## src/rtl/uart_pkg.sv

```systemverilog
// rtl/uart_pkg.sv - shared types and constants for the buffered UART echo engine
package uart_pkg;

    localparam int UART_DATA_BITS            = 8;
    localparam int UART_DEFAULT_CLKS_PER_BIT = 434;

    typedef enum logic [2:0] {
        RX_IDLE,
        RX_START,
        RX_DATA,
        RX_STOP,
        RX_WAIT_HIGH
    } uart_rx_state_e;

    typedef enum logic [1:0] {
        TX_IDLE,
        TX_START,
        TX_DATA,
        TX_STOP
    } uart_tx_state_e;

    function automatic logic even_parity(input logic [UART_DATA_BITS-1:0] data);
        return ^data;
    endfunction

endpackage

```

## src/rtl/uart_echo_buffered_if.sv

```systemverilog
// rtl/uart_echo_buffered_if.sv - serial lines, control and status bundle of the echo engine
interface uart_echo_buffered_if
    import uart_pkg::*;
#(
    parameter int DEPTH = 16,
    parameter int CNT_W = 16
);
    logic                          rx_serial;
    logic                          tx_serial;
    logic                          tx_hold;
    logic                          clr_status;
    logic [UART_DATA_BITS-1:0]     last_byte;
    logic [CNT_W-1:0]              rx_count;
    logic [$clog2(DEPTH):0]        fifo_level;
    logic                          overflow;
    logic                          frame_err;
    logic                          parity_err;

    modport master (
        output rx_serial, tx_hold, clr_status,
        input  tx_serial, last_byte, rx_count, fifo_level, overflow, frame_err, parity_err
    );

    modport slave (
        input  rx_serial, tx_hold, clr_status,
        output tx_serial, last_byte, rx_count, fifo_level, overflow, frame_err, parity_err
    );
endinterface

```

## src/rtl/uart_sync_fifo.sv

```systemverilog
// rtl/uart_sync_fifo.sv - single-clock first-word-fall-through FIFO with occupancy output
module uart_sync_fifo #(
    parameter int DEPTH = 16,
    parameter int WIDTH = 8
) (
    input  logic                     clk,
    input  logic                     rst_n,
    input  logic                     push,
    input  logic [WIDTH-1:0]         wdata,
    input  logic                     pop,
    output logic [WIDTH-1:0]         rdata,
    output logic                     full,
    output logic                     empty,
    output logic [$clog2(DEPTH):0]   level
);
    localparam int AW = $clog2(DEPTH);
    localparam int LW = AW + 1;

    logic [WIDTH-1:0] mem [DEPTH];
    logic [AW-1:0]    wr_ptr;
    logic [AW-1:0]    rd_ptr;
    logic [LW-1:0]    count;
    logic             do_push;
    logic             do_pop;

    // A pop in the same cycle frees a slot, so a push into a full FIFO still lands.
    assign do_push = push && (!full || pop);
    assign do_pop  = pop && !empty;

    always_ff @(posedge clk or negedge rst_n) begin
        if (!rst_n) begin
            wr_ptr <= '0;
            rd_ptr <= '0;
            count  <= '0;
        end else begin
            if (do_push) wr_ptr <= wr_ptr + 1'b1;
            if (do_pop)  rd_ptr <= rd_ptr + 1'b1;
            count <= count + LW'(do_push) - LW'(do_pop);
        end
    end

    always_ff @(posedge clk) begin
        if (do_push) mem[wr_ptr] <= wdata;
    end

    assign rdata = mem[rd_ptr];
    assign full  = (count == LW'(DEPTH));
    assign empty = (count == '0);
    assign level = count;

endmodule

```

## src/rtl/uart_echo_buffered.sv

```systemverilog
// rtl/uart_echo_buffered.sv - UART RX -> FIFO -> TX echo with hold, sticky flags and byte counter
// Optional even parity on both directions: UART_ECHO_PARITY_EN
module uart_echo_buffered
    import uart_pkg::*;
#(
    parameter int CLKS_PER_BIT = UART_DEFAULT_CLKS_PER_BIT,
    parameter int DEPTH        = 16,
    parameter int CNT_W        = 16
) (
    input logic                 clk,
    input logic                 rst_n,
    uart_echo_buffered_if.slave io
);
`ifdef UART_ECHO_PARITY_EN
    localparam int NB = UART_DATA_BITS + 1;
`else
    localparam int NB = UART_DATA_BITS;
`endif
    localparam int CW = $clog2(CLKS_PER_BIT);
    localparam int IW = $clog2(NB);
    localparam logic [CW-1:0] BIT_LAST  = CW'(CLKS_PER_BIT - 1);
    localparam logic [CW-1:0] HALF_LAST = CW'(CLKS_PER_BIT / 2 - 1);
    localparam logic [IW-1:0] IDX_LAST  = IW'(NB - 1);

    logic rx_meta, rx_sync;

    uart_rx_state_e rx_state, rx_state_n;
    logic [CW-1:0]  rx_cnt, rx_cnt_n;
    logic [IW-1:0]  rx_idx, rx_idx_n;
    logic [NB-1:0]  rx_sh, rx_sh_n;
    logic           rx_push, frame_set;

    uart_tx_state_e tx_state, tx_state_n;
    logic [CW-1:0]  tx_cnt, tx_cnt_n;
    logic [IW-1:0]  tx_idx, tx_idx_n;
    logic [NB-1:0]  tx_sh, tx_sh_n, tx_load;
    logic           tx_pop, tx_line, tx_line_n, tx_start_ok;

    logic [UART_DATA_BITS-1:0] fifo_rdata;
    logic                      fifo_full, fifo_empty;
    logic [$clog2(DEPTH):0]    fifo_level;

    logic [UART_DATA_BITS-1:0] last_byte;
    logic [CNT_W-1:0]          rx_count;
    logic                      overflow, frame_err;

    always_ff @(posedge clk or negedge rst_n) begin
        if (!rst_n) begin
            rx_meta <= 1'b1;
            rx_sync <= 1'b1;
        end else begin
            rx_meta <= io.rx_serial;
            rx_sync <= rx_meta;
        end
    end

    always_ff @(posedge clk or negedge rst_n) begin
        if (!rst_n) begin
            rx_state <= RX_IDLE;
            rx_cnt   <= '0;
            rx_idx   <= '0;
            rx_sh    <= '0;
            tx_state <= TX_IDLE;
            tx_cnt   <= '0;
            tx_idx   <= '0;
            tx_sh    <= '0;
            tx_line  <= 1'b1;
        end else begin
            rx_state <= rx_state_n;
            rx_cnt   <= rx_cnt_n;
            rx_idx   <= rx_idx_n;
            rx_sh    <= rx_sh_n;
            tx_state <= tx_state_n;
            tx_cnt   <= tx_cnt_n;
            tx_idx   <= tx_idx_n;
            tx_sh    <= tx_sh_n;
            tx_line  <= tx_line_n;
        end
    end

`ifdef UART_ECHO_PARITY_EN
    logic parity_set, parity_err;
`endif

    always_comb begin
        rx_state_n = rx_state;
        rx_cnt_n   = rx_cnt;
        rx_idx_n   = rx_idx;
        rx_sh_n    = rx_sh;
        rx_push    = 1'b0;
        frame_set  = 1'b0;
`ifdef UART_ECHO_PARITY_EN
        parity_set = 1'b0;
`endif
        case (rx_state)
            RX_IDLE: begin
                rx_cnt_n = '0;
                if (!rx_sync) rx_state_n = RX_START;
            end
            RX_START: begin
                if (rx_cnt == HALF_LAST) begin
                    rx_cnt_n   = '0;
                    rx_idx_n   = '0;
                    rx_state_n = rx_sync ? RX_IDLE : RX_DATA;
                end else rx_cnt_n = rx_cnt + 1'b1;
            end
            RX_DATA: begin
                if (rx_cnt == BIT_LAST) begin
                    rx_cnt_n = '0;
                    rx_sh_n  = {rx_sync, rx_sh[NB-1:1]};
                    if (rx_idx == IDX_LAST) rx_state_n = RX_STOP;
                    else rx_idx_n = rx_idx + 1'b1;
                end else rx_cnt_n = rx_cnt + 1'b1;
            end
            RX_STOP: begin
                if (rx_cnt == BIT_LAST) begin
                    rx_cnt_n = '0;
`ifdef UART_ECHO_PARITY_EN
                    parity_set = ^rx_sh;
                    rx_push    = rx_sync && !(^rx_sh);
`else
                    rx_push    = rx_sync;
`endif
                    frame_set  = !rx_sync;
                    // A low stop bit may be a break; wait for the line to recover before re-arming.
                    rx_state_n = rx_sync ? RX_IDLE : RX_WAIT_HIGH;
                end else rx_cnt_n = rx_cnt + 1'b1;
            end
            RX_WAIT_HIGH: begin
                if (rx_sync) rx_state_n = RX_IDLE;
            end
            default: rx_state_n = RX_IDLE;
        endcase
    end

    uart_sync_fifo #(.DEPTH(DEPTH), .WIDTH(UART_DATA_BITS)) u_fifo (
        .clk   (clk),
        .rst_n (rst_n),
        .push  (rx_push),
        .wdata (rx_sh[UART_DATA_BITS-1:0]),
        .pop   (tx_pop),
        .rdata (fifo_rdata),
        .full  (fifo_full),
        .empty (fifo_empty),
        .level (fifo_level)
    );

`ifdef UART_ECHO_PARITY_EN
    assign tx_load = {even_parity(fifo_rdata), fifo_rdata};
`else
    assign tx_load = fifo_rdata;
`endif
    assign tx_start_ok = !fifo_empty && !io.tx_hold;

    always_comb begin
        tx_state_n = tx_state;
        tx_cnt_n   = tx_cnt;
        tx_idx_n   = tx_idx;
        tx_sh_n    = tx_sh;
        tx_pop     = 1'b0;
        case (tx_state)
            TX_IDLE: begin
                tx_cnt_n = '0;
                if (tx_start_ok) begin
                    tx_pop     = 1'b1;
                    tx_sh_n    = tx_load;
                    tx_state_n = TX_START;
                end
            end
            TX_START: begin
                if (tx_cnt == BIT_LAST) begin
                    tx_cnt_n   = '0;
                    tx_idx_n   = '0;
                    tx_state_n = TX_DATA;
                end else tx_cnt_n = tx_cnt + 1'b1;
            end
            TX_DATA: begin
                if (tx_cnt == BIT_LAST) begin
                    tx_cnt_n = '0;
                    tx_sh_n  = tx_sh >> 1;
                    if (tx_idx == IDX_LAST) tx_state_n = TX_STOP;
                    else tx_idx_n = tx_idx + 1'b1;
                end else tx_cnt_n = tx_cnt + 1'b1;
            end
            TX_STOP: begin
                if (tx_cnt == BIT_LAST) begin
                    tx_cnt_n = '0;
                    // Chain straight into the next start bit so queued bytes go out gap-free.
                    if (tx_start_ok) begin
                        tx_pop     = 1'b1;
                        tx_sh_n    = tx_load;
                        tx_state_n = TX_START;
                    end else tx_state_n = TX_IDLE;
                end else tx_cnt_n = tx_cnt + 1'b1;
            end
            default: tx_state_n = TX_IDLE;
        endcase
        case (tx_state_n)
            TX_START: tx_line_n = 1'b0;
            TX_DATA:  tx_line_n = tx_sh_n[0];
            default:  tx_line_n = 1'b1;
        endcase
    end

    // A set/increment event in the same cycle as clr_status takes priority over the clear.
    always_ff @(posedge clk or negedge rst_n) begin
        if (!rst_n) begin
            last_byte <= '0;
            rx_count  <= '0;
            overflow  <= 1'b0;
            frame_err <= 1'b0;
        end else begin
            if (rx_push) begin
                last_byte <= rx_sh[UART_DATA_BITS-1:0];
                rx_count  <= io.clr_status ? CNT_W'(1) : rx_count + 1'b1;
            end else if (io.clr_status) begin
                rx_count <= '0;
            end
            overflow  <= (rx_push && fifo_full && !tx_pop) || (overflow && !io.clr_status);
            frame_err <= frame_set || (frame_err && !io.clr_status);
        end
    end

`ifdef UART_ECHO_PARITY_EN
    always_ff @(posedge clk or negedge rst_n) begin
        if (!rst_n) parity_err <= 1'b0;
        else        parity_err <= parity_set || (parity_err && !io.clr_status);
    end
    assign io.parity_err = parity_err;
`else
    assign io.parity_err = 1'b0;
`endif

    assign io.tx_serial  = tx_line;
    assign io.last_byte  = last_byte;
    assign io.rx_count   = rx_count;
    assign io.fifo_level = fifo_level;
    assign io.overflow   = overflow;
    assign io.frame_err  = frame_err;

endmodule

```

## src/flat_wrapper.sv

```systemverilog
// flat-port wrapper written by rule: the top's interface ports become plain ports
module uart_echo_buffered_flat import uart_pkg::*;
#(
    parameter int CLKS_PER_BIT = UART_DEFAULT_CLKS_PER_BIT,
    parameter int DEPTH        = 16,
    parameter int CNT_W        = 16
)
  (clk, rst_n, io_rx_serial, io_tx_hold, io_clr_status, io_tx_serial, io_last_byte, io_rx_count, io_fifo_level, io_overflow, io_frame_err, io_parity_err);
  uart_echo_buffered_if #(.DEPTH(DEPTH), .CNT_W(CNT_W)) io_i ();
  input logic clk;
  input logic rst_n;
  input wire logic [$bits(io_i.rx_serial)-1:0] io_rx_serial;
  input wire logic [$bits(io_i.tx_hold)-1:0] io_tx_hold;
  input wire logic [$bits(io_i.clr_status)-1:0] io_clr_status;
  output wire logic [$bits(io_i.tx_serial)-1:0] io_tx_serial;
  output wire logic [$bits(io_i.last_byte)-1:0] io_last_byte;
  output wire logic [$bits(io_i.rx_count)-1:0] io_rx_count;
  output wire logic [$bits(io_i.fifo_level)-1:0] io_fifo_level;
  output wire logic [$bits(io_i.overflow)-1:0] io_overflow;
  output wire logic [$bits(io_i.frame_err)-1:0] io_frame_err;
  output wire logic [$bits(io_i.parity_err)-1:0] io_parity_err;
  assign io_i.rx_serial = io_rx_serial;
  assign io_i.tx_hold = io_tx_hold;
  assign io_i.clr_status = io_clr_status;
  assign io_tx_serial = io_i.tx_serial;
  assign io_last_byte = io_i.last_byte;
  assign io_rx_count = io_i.rx_count;
  assign io_fifo_level = io_i.fifo_level;
  assign io_overflow = io_i.overflow;
  assign io_frame_err = io_i.frame_err;
  assign io_parity_err = io_i.parity_err;
  uart_echo_buffered #(.CLKS_PER_BIT(CLKS_PER_BIT), .DEPTH(DEPTH), .CNT_W(CNT_W)) u_core (.clk(clk), .rst_n(rst_n), .io(io_i));
endmodule
```

## config.mk

```make
export PLATFORM = sky130hd
export DESIGN_NAME = uart_echo_buffered_flat
export DESIGN_NICKNAME = d
export VERILOG_FILES = /design/src/rtl/uart_pkg.sv /design/src/rtl/uart_echo_buffered_if.sv /design/src/rtl/uart_sync_fifo.sv /design/src/rtl/uart_echo_buffered.sv /design/src/flat_wrapper.sv
export SDC_FILE = /design/constraint.sdc
export NUM_CORES = 1
export LEC_CHECK = 0
export ABC_CLOCK_PERIOD_IN_PS = 2800
export CORE_ASPECT_RATIO = 1.25
export CORE_MARGIN = 2
export CORE_UTILIZATION = 55
export CTS_CLUSTER_DIAMETER = 150
export CTS_CLUSTER_SIZE = 20
export DETAILED_ROUTE_END_ITERATION = 10
export PLACE_DENSITY = 0.8
export SLEW_MARGIN = 20
export SYNTH_ARGS = -nofsm -noshare
export SYNTH_HDL_FRONTEND = slang
export SYNTH_SLANG_ARGS = --single-unit
```

## constraint.sdc

```tcl
create_clock -name clk -period 2.8 [get_ports clk]
set_input_delay 0.56 -clock clk [delete_from_list [all_inputs] [get_ports clk]]
set_output_delay 0.56 -clock clk [all_outputs]
set_load 0.02 [all_outputs]
```

# After elaboration in Yosys (flattened, before gate mapping)
# Memories as Yosys holds them, arrays and structs flattened.
# Cells that the tools add are included.
# classes
mux,46
reduce_logical,31
n_eq_ne,26
add_sub_neg,9
# ops
operator,n
$mux W16,3
$mux W3,13
$mux W9,3
$pmux W9 S3,1
$mux W8,3
$pmux W8 S3,1
$add A9 B1 Y9 const B,2
$eq A9 B9 Y1 const B,2
$pmux W9 S2,1
$add A16 B1 Y16 const B,1
$ne A2 B1 Y1 const B,8
$pmux W3 S5,1
$mux W2,6
$pmux W3 S2,2
$eq A3 B3 Y1 const B,3
$eq A9 B8 Y1 const B,1
$mux W1,9
$add A4 B1 Y4 const B,2
$pmux W2 S4,1
$reduce_and A4 Y1,2
$logic_and A1 B1 Y1,7
$add A3 B1 Y3 const B,2
$eq A2 B2 Y1 const B,3
$eq A3 B2 Y1 const B,2
19 further kinds,33
# word_totals
wordCells,132
input_bits,5
output_inout_bits,33
n_memories,1
regBits,87
ramBits,128
# mem_list
memory,words,width,read_ports,rd_ports_with_merged_regs,wr,line,rtl
u_core.u_fifo.mem,16,8,1,0,1,uart_sync_fifo.sv:19,logic [WIDTH-1:0] mem [DEPTH];

# Depth between registers and ports, before layout
# Gate-level depths: netlist (run 1).
# logic_depth
word_depth,10
mapped_depth,16
ltp_nobuf,15

# Modules after synthesis
# Synthesis (run 1) repeated with hierarchy kept, for this count alone.
# unflattened
hier_cells,695
hier_area_um2,9619.2
# modules_own_cells
module,area_per_inst_um2,cells_each,instances,seq_area_each_um2
uart_sync_fifo,5821.8,319,1,4169.0
uart_echo_buffered,3797.4,376,1,1855.5

# Worst setup path before layout (run 1)
# OpenSTA, ideal clock, no wires.
# synth_path
path_kind,reg2reg
start,"register u_core.u_fifo.count[2], in the netlist u_core.u_fifo.level[2]"
end,"register u_core.u_fifo.count[4], in the netlist u_core.u_fifo.level[4]"
setup_ns,0.123
slack_ns,-0.169
period_less_slack_ns,2.969
path_buffers,1
arrival_time_ns,2.846
required_time_ns,2.677
path_stages_with_launch,15
path_cell_list,dfrtp_1 inv_1 ha_1 nor4b_1 or2_2 clkbuf_1 nor3_1 ha_1 inv_1 ha_1 fa_1 a21oi_1 nor2_1 nor2_1 xnor2_1
# synth_via
word_cells_on_any_way,13
cone_classes,add/sub: 2; eq/ne: 1; mux: 3; reduce/logical: 7
# synth_lines
element,line,rtl
from (decl),uart_sync_fifo.sv:22,logic [LW-1:0] count;
from (signal assigned),uart_sync_fifo.sv:38,count <= count + LW'(do_push) - LW'(do_pop);
$logic_not A5 Y1 (*),uart_sync_fifo.sv:48,assign empty = (count == '0);
$logic_not A1 Y1 (*),"uart_sync_fifo.sv:28, uart_echo_buffered.sv:153",
$logic_and A1 B1 Y1,uart_echo_buffered.sv:153,assign tx_start_ok = !fifo_empty && !io.tx_hold;
$mux W1,"uart_echo_buffered.sv:164, uart_echo_buffered.sv:189",
$mux W1,uart_echo_buffered.sv:186,if (tx_cnt == BIT_LAST) begin
$pmux W1 S2,uart_echo_buffered.sv:161,case (tx_state)
$logic_and A1 B1 Y1 (*),uart_sync_fifo.sv:28,assign do_pop = pop && !empty;
named net u_core.u_fifo.do_pop,uart_sync_fifo.sv:24,logic do_pop;
$sub A5 B1 Y5 (*),uart_sync_fifo.sv:38,
# The timed path passes the listed nets; every way through them passes the cells marked *.
# A chain may end at the register's enable or synchronous reset.

# Final worst setup path (run 1)
# layout_path
start,register u_core.tx_cnt[1]
end,"register u_core.u_fifo.count[2], in the netlist u_core.u_fifo.level[2]"
# layout_via
elab_chain_cells,7
word_cells_on_any_way,8
cone_classes,add/sub: 2; eq/ne: 1; mux: 2; reduce/logical: 3
# layout_rtl
element,line,rtl
from (decl),uart_echo_buffered.sv:34,"logic [CW-1:0] tx_cnt, tx_cnt_n;"
from (signal assigned),uart_echo_buffered.sv:74,tx_cnt <= tx_cnt_n;
$eq A9 B9 Y1 (*),uart_echo_buffered.sv:186,
$mux W1 (*),uart_echo_buffered.sv:186,
$pmux W1 S2 (*),uart_echo_buffered.sv:161,
$logic_or A1 B1 Y1,uart_sync_fifo.sv:27,assign do_push = push && (!full || pop);
$logic_and A1 B1 Y1,uart_sync_fifo.sv:27,
$add A5 B1 Y5,uart_sync_fifo.sv:38,
$sub A5 B1 Y5 (*),uart_sync_fifo.sv:38,
# Mark *: on every way between the ends. The rest lies on a longest branch, timed or not.

==> impl_metrics.json, run 1 <==
{
  "port_buffers": 36,
  "setup_viol": 7,
  "power.density_mw_per_mm2": 513,
  "fp.coreArea_mm2": 0.0169,
  "n_fill_cell": 1146,
  "r2r_start": "u_core.tx_cnt[1]",
  "synth-seq-area-share_pct": 63.0,
  "clk_path_buf_depth": 3,
  "postCtsHoldBufs": 0,
  "synthToLayoutAreaGrowth_pct": 17.1,
  "start_util_pct": 56.5,
  "firstDrtPassIters": 5,
  "routed_via_density": 5.97,
  "dp_hpwl_um": 13200,
  "cts_sinks": 215,
  "netlist_area_mm2": 0.00956,
  "yosys_register_bits": 215,
  "grt_use_met3_pct": 2.71,
  "cts_max_level": 1,
  "gr-usage-met1_pct": 28.5,
  "rows": 53,
  "grt_max_degree": 46,
  "cts_root_buffer": "clkbuf_16",
  "dieArea_mm2": 0.0185,
  "critPathArrivalTime_ps": 3260,
  "period_needed_ps": 2910,
  "antenna_found_initial": 0,
  "rsz0062_at_grt": "true",
  "grtUsageMet2_pct": 40.8,
  "grt_pass1_vias": 6119,
  "n_antenna_cell": 0,
  "dp_cells": 958,
  "path_class": "flop to flop",
  "fp.dieW_um": 122,
  "outcome": "complete, but fails checks",
  "tns_ps": -256,
  "vdd_drop_max_v": 0.000426,
  "drc": 0,
  "async_reset_ff_share_pct": 40.5,
  "min_path_type": "input port to asynchronous set/reset pin",
  "final_net_count": 794,
  "routed_wl_um": 20100,
  "ys_warn_count": 0,
  "final_cells": 990,
  "pin_count": 38,
  "synth_edf_count": 128,
  "whs_ps": 97.4,
  "grt_util_all_layers_pct": 22.4,
  "drive_gt1_share_pct": 20.3,
  "grt-busiest-layer": "met2",
  "hold_violations": 0,
  "first_iter_violations": 538,
  "gr-total-overflow": 0,
  "crit_path_start": "u_core.tx_cnt[1]",
  "worst-slew-pin-transition_ps": 702,
  "p_leak_nw": 4.58,
  "required_ps": 3150,
  "wl_per_cell_um": 20.3,
  "vias": 5909,
  "maxSlewViolCount": 0,
  "setup_ws_ps": -110,
  "clock_skew_ps": 11.9,
  "grt_pass1_wl_um": 32200,
  "synth_nets": 708,
  "path_max_fanout": 2,
  "syn_area_per_cell_um2": 14.1,
  "drv_cap": 0,
  "endpoint_kind": "flop",
  "cts_tree": "done",
  "synth_cell_types": 55,
  "critPathLaunchType": "flop",
  "clk_pin_slew_ps": 90,
  "detail-route-antenna-nets": 0,
  "die_y_um": 151,
  "final_common_cell": "edfxtp_1",
  "violations": "setup timing",
  "numCtsBuffers": 14,
  "insertion_delay_ps": 470,
  "synth_flop_cell": "edfxtp_1",
  "relSlewSlack_pct": 53.0,
  "fmax_mhz": 344,
  "timing.final.crit_share_pct": 104,
  "layout_common_cells": "128 x edfxtp_1, 83 x dfrtp_1, 58 x buf_4",
  "gp_congestion": 0.895,
  "synthCells": 676
}
-- critical path: stages, from the launching register on --
cell and delay, ps:
dfrtp_1 410, inv_2 70, ha_4 120, and4b_2 260, a31oi_4 100, o311ai_4 330, and2_4 230, inv_4 40
ha_4 250, inv_2 40, ha_4 160, fa_2 400, buf_4 140, buf_6 100, xor2_1 150
-- synthesized netlist by cell type (12+ instances only) --
cell type / instances / area, um^2
mux2_2: 12 / 135
xnor2_1: 15 / 131
nand3_1: 19 / 95.1
xor2_1: 13 / 114
a21oi_1: 29 / 145
nor2_1: 44 / 165
ha_1: 26 / 325
edfxtp_1: 128 / 3840
dfrtp_1: 84 / 2100
nand2_1: 54 / 203
inv_1: 24 / 90.1
mux4_2: 31 / 698
clkbuf_1: 23 / 86.3
o21ai_0: 27 / 135
nor3_1: 18 / 90.1
-- routing by layer --
| metal | share of wire, % | vias to the layer above |
|---|---|---|
| met5 | 0 | - |
| met4 | 2.1 | 0 |
| met3 | 4.2 | 37 |
| met2 | 54 | 170 |
| met1 | 39 | 3021 |
| li1 | - | 2681 |
-- metrics by stage --
stage | utilization (%) | cell area, um^2 | worst slack, ps | total power, mW
after floorplan | - | 9610 | -67.8 | 3.66
after global placement | 63.0 | 10600 | -89.0 | 3.78
after detailed placement | 63.0 | 10600 | -172 | 3.80
after CTS | 65.8 | 11100 | 1.63 | 5.79
after global routing | 66.2 | 11200 | -230 | 5.95
final | 66.2 | 11200 | -110 | 5.74
-- worst paths after layout --
check	endpoint	slack, ps	cells past startpoint
worst max-delay path	u_core.u_fifo.level[2]	-110	14
worst min-delay path	u_core.tx_sh[4]	100	1
worst max register to register	u_core.u_fifo.level[2]	-110	14
worst min register to register	u_core.rx_sync	360	0
max in group asynchronous	u_core.rx_sync	1960	2
min in group clk	u_core.rx_sync	360	0
-- sequential cells by signal, summed over array words and instances (netlist names) --
register / cells
u_core.io.tx_serial: 1
u_core.rx_state: 3
u_core.rx_sh: 8
u_core.rx_sync: 1
u_core.tx_idx: 3
u_core.io.overflow: 1
u_core.rx_meta: 1
u_core.u_fifo.rd_ptr: 4
u_core.tx_sh: 8
u_core.io.last_byte: 8
u_core.io.rx_count: 16
u_core.tx_state: 2
u_core.u_fifo.mem: 128
u_core.u_fifo.level: 5
u_core.rx_cnt: 9
u_core.tx_cnt: 9
u_core.rx_idx: 3
u_core.u_fifo.wr_ptr: 4
u_core.io.frame_err: 1
-- area by class of cell --
| type | count | area [um^2] | share of cell area, % |
|---|---|---|---|
| flip-flops and latches | 215 | 6030 | 53.8 |
| multi-input cells | 402 | 3390 | 30.3 |
| repair buffers | 104 | 997 | 8.91 |
| clock buffers | 23 | 405 | 3.62 |
| well taps | 220 | 275 | 2.46 |
| inverters | 25 | 96.3 | 0.861 |
| clock inverters | 1 | 7.51 | 0.0671 |
-- power by group --
| group | switching [mW] | internal [mW] |
|---|---|---|
| logic | 0.197 | 0.159 |
| registers | 0.0338 | 3.36 |
| clock network | 0.989 | 1.00 |
-- what timing repair did --
item	CTS	global route
pin swaps	9	9
buffers inserted	4	5
setup endpoints to repair	2	67
resized for setup	6	7
-- logic make-up (layout without fill, tap and decap cells) --
logic type               after synthesis  count (layout)  share of synthesized area [%]
flip-flops                           215             215                           63.0
AND/OR/NAND/NOR                      201             201                           11.1
AO/OA/AOI/OAI                         90              90                           5.80
buffers and inverters                 59             153                           2.70
multiplexers                          55              55                           11.2
XOR/XNOR                              28              28                           2.56
adder cells (fa/ha/maj)               27              27                           3.61
other                                  1               1                         0.0392
(Power assumes the default switching activity.)
==> run 2, diff against run 1 <==
CTS_CLUSTER_DIAMETER = not set   (was 150)
==> run 2 against run 1 <==
Effect of this change: the run still ends with setup timing left; via count increased by 1.2%; register-to-register slack gained 100 ps; clock skew up 5.7 ps; setup slack gained 100 ps; non-clock buffer count fell by 5; flip-flop and latch count is the same; cell count is 0.91% higher; power grew 15%; global-route usage grew 0.93 points; core utilization increased by 1.2 points; critical path depth rose by 1.
==> impl_metrics.json, run 2 (synthesis gave the netlist of run 1 again) <==
{
  "dp_hpwl_um": 13200,
  "r2r_start": "u_core.tx_cnt[1]",
  "grt_use_met3_pct": 3.46,
  "n_antenna_cell": 0,
  "top_regs": "u_core.u_fifo.mem: 128 flops, u_core.io.rx_count: 16 flops",
  "grt_pass1_wl_um": 33000,
  "p_leak_nw": 4.69,
  "antenna_found_initial": 0,
  "start_util_pct": 56.5,
  "gr-total-overflow": 0,
  "cts_root_buffer": "clkbuf_16",
  "outcome": "complete, but fails checks",
  "die_y_um": 151,
  "critPathTopFamily": "adder cells",
  "drv_cap": 0,
  "final_cells": 999,
  "rows": 53,
  "drc": 0,
  "detail-route-antenna-nets": 0,
  "grtUsageMet2_pct": 41.4,
  "multi_input_area_mm2": 0.00336,
  "path_max_fanout": 2,
  "setup_ws_ps": -10.2,
  "reg2reg_depth": 15,
  "grt_max_degree": 46,
  "n_fill_cell": 1108,
  "gr-usage-met1_pct": 29.1,
  "drive_gt1_share_pct": 21.2,
  "maxSlewViolCount": 0,
  "violations": "setup timing",
  "vias": 5978,
  "setup_viol": 1,
  "critPathLaunchType": "flop",
  "min_path_type": "input port to asynchronous set/reset pin",
  "fmax_mhz": 356,
  "dp_cells": 958,
  "gp_congestion": 0.895,
  "largest_reg_flops": 128,
  "rsz0062_at_grt": "true",
  "cts_max_level": 1,
  "dieArea_mm2": 0.0185,
  "reg2reg_setup_slack_ps": -10,
  "first_iter_violations": 503,
  "path_cells": "inv_1 > ha_2 > and4b_2 > a31oi_4 > o311ai_4 > and2_4 > inv_4 > ha_4 > inv_2 > ha_4 > fa_2 > a21oi_2 > nor2_1 > nor2_1 > xnor2_1",
  "firstDrtPassIters": 5,
  "required_ps": 3220,
  "critPathMaxStageDelay_ps": 370,
  "layout_common_cells": "128 x edfxtp_1, 83 x dfrtp_1, 54 x nand2_1, 54 x buf_4, 44 x nor2_1",
  "grt_pass1_vias": 6240,
  "path_class": "flop to flop",
  "power.density_mw_per_mm2": 577,
  "final_common_cell": "edfxtp_1",
  "pin_count": 38,
  "fp.dieW_um": 122,
  "regArea_mm2": 0.00603,
  "grt-busiest-layer": "met2",
  "cts_sinks": 215,
  "routed_wl_um": 20600,
  "worst-path-buf-inv": 3,
  "timing.final.crit_share_pct": 100,
  "wl_per_cell_um": 20.6,
  "top_register": "u_core.u_fifo.mem",
  "relSlewSlack_pct": 50.1,
  "insertion_delay_ps": 520,
  "final_net_count": 796,
  "vdd_drop_max_v": 0.000543,
  "crit_slowest_cell": "dfrtp_1",
  "hold_violations": 0,
  "post_dp_cell_area_mm2": 0.0106,
  "design_area_mm2": 0.0114,
  "period_needed_ps": 2810,
  "numCtsBuffers": 21,
  "routed_via_density": 5.98,
  "endpoint_kind": "flop",
  "rr_endpoint": "u_core.u_fifo.level[4]",
  "worst-slew-pin-transition_ps": 747,
  "clock_skew_ps": 17.6,
  "postCtsHoldBufs": 0,
  "synthToLayoutAreaGrowth_pct": 19.2,
  "clk_path_buf_depth": 3,
  "cts_tree": "done",
  "fp.coreArea_mm2": 0.0169,
  "critPathArrivalTime_ps": 3240,
  "clk_pin_slew_ps": 60,
  "grt_util_all_layers_pct": 23.3,
  "port_buffers": 36
}
## run 2: changes by cell type in the layout (fill, tap and decap cells not counted), sizes merged
cell / delta
buf: -5
clkinvlp: +1
clkinv: +8
bufinv: +3
clkbuf: +1
inv: +1
## run 2: layout make-up
type,instances,area share (%)
Inverter,25,0.845
Clock buffer,24,4.71
Sequential cell,215,52.8
Timing Repair Buffer,99,8.38
Multi-Input combinational cell,402,29.5
Tap cell,220,2.41
Clock inverter,14,1.33
## run 2: what timing repair did
| action | in CTS | in global routing |
|---|---|---|
| endpoints found under the setup margin | 2 | 3 |
| pin swaps | 5 | 1 |
| resized for setup | 2 | 5 |
| buffers inserted | 1 | 2 |
## run 2: per-layer routing
layer,vias up,wire length (um)
li1,2699,-
met1,3030,7770
met2,209,11200
met3,40,1060
met4,0,526
met5,-,0
## run 2: metrics by stage
stage	hold WS [ps]	total power [mW]	util (%)	setup WS (ps)	setup TNS (ps)
2_1_floorplan	264	3.66	-	-67.8	-67.8
3_3_place_gp	346	3.78	63.0	-89.0	-100
3_5_place_dp	350	3.80	63.0	-172	-251
4_1_cts	69.6	6.65	67.2	3.05	0
5_1_grt	98.3	6.79	67.4	-137	-150
6_report	56.2	6.58	67.4	-10.2	-10.2
## run 2: how the worst max path moves through the flow
stage,to,cells after the start,start,slack (ps)
floorplan,u_core.u_fifo.level[4],16,u_core.tx_cnt[1],-70
global placement,u_core.u_fifo.level[4],12,io_tx_hold,-90
detailed placement,u_core.u_fifo.level[4],12,io_tx_hold,-170
CTS,u_core.u_fifo.level[4],15,u_core.tx_cnt[1],3
global route,u_core.u_fifo.level[4],15,u_core.tx_cnt[1],-140
finish,u_core.u_fifo.level[4],15,u_core.tx_cnt[1],-10
## run 2: worst reg2reg max path, delay by kind of cell (launching register included)
family / cells / cell delay [ps]
xor+xnor: 1 / 130
buf+inv: 3 / 150
fa+ha+maj: 4 / 940
simple gates: 4 / 650
compound gates: 3 / 490
flops: 1 / 370
## run 2: power breakdown
group,total (mW),switching (mW),internal [mW],leakage [nW]
clock network,2.83,1.17,1.66,0.334
registers,3.40,0.0330,3.36,2.60
logic,0.349,0.193,0.156,1.76
total,6.58,1.40,5.18,4.69
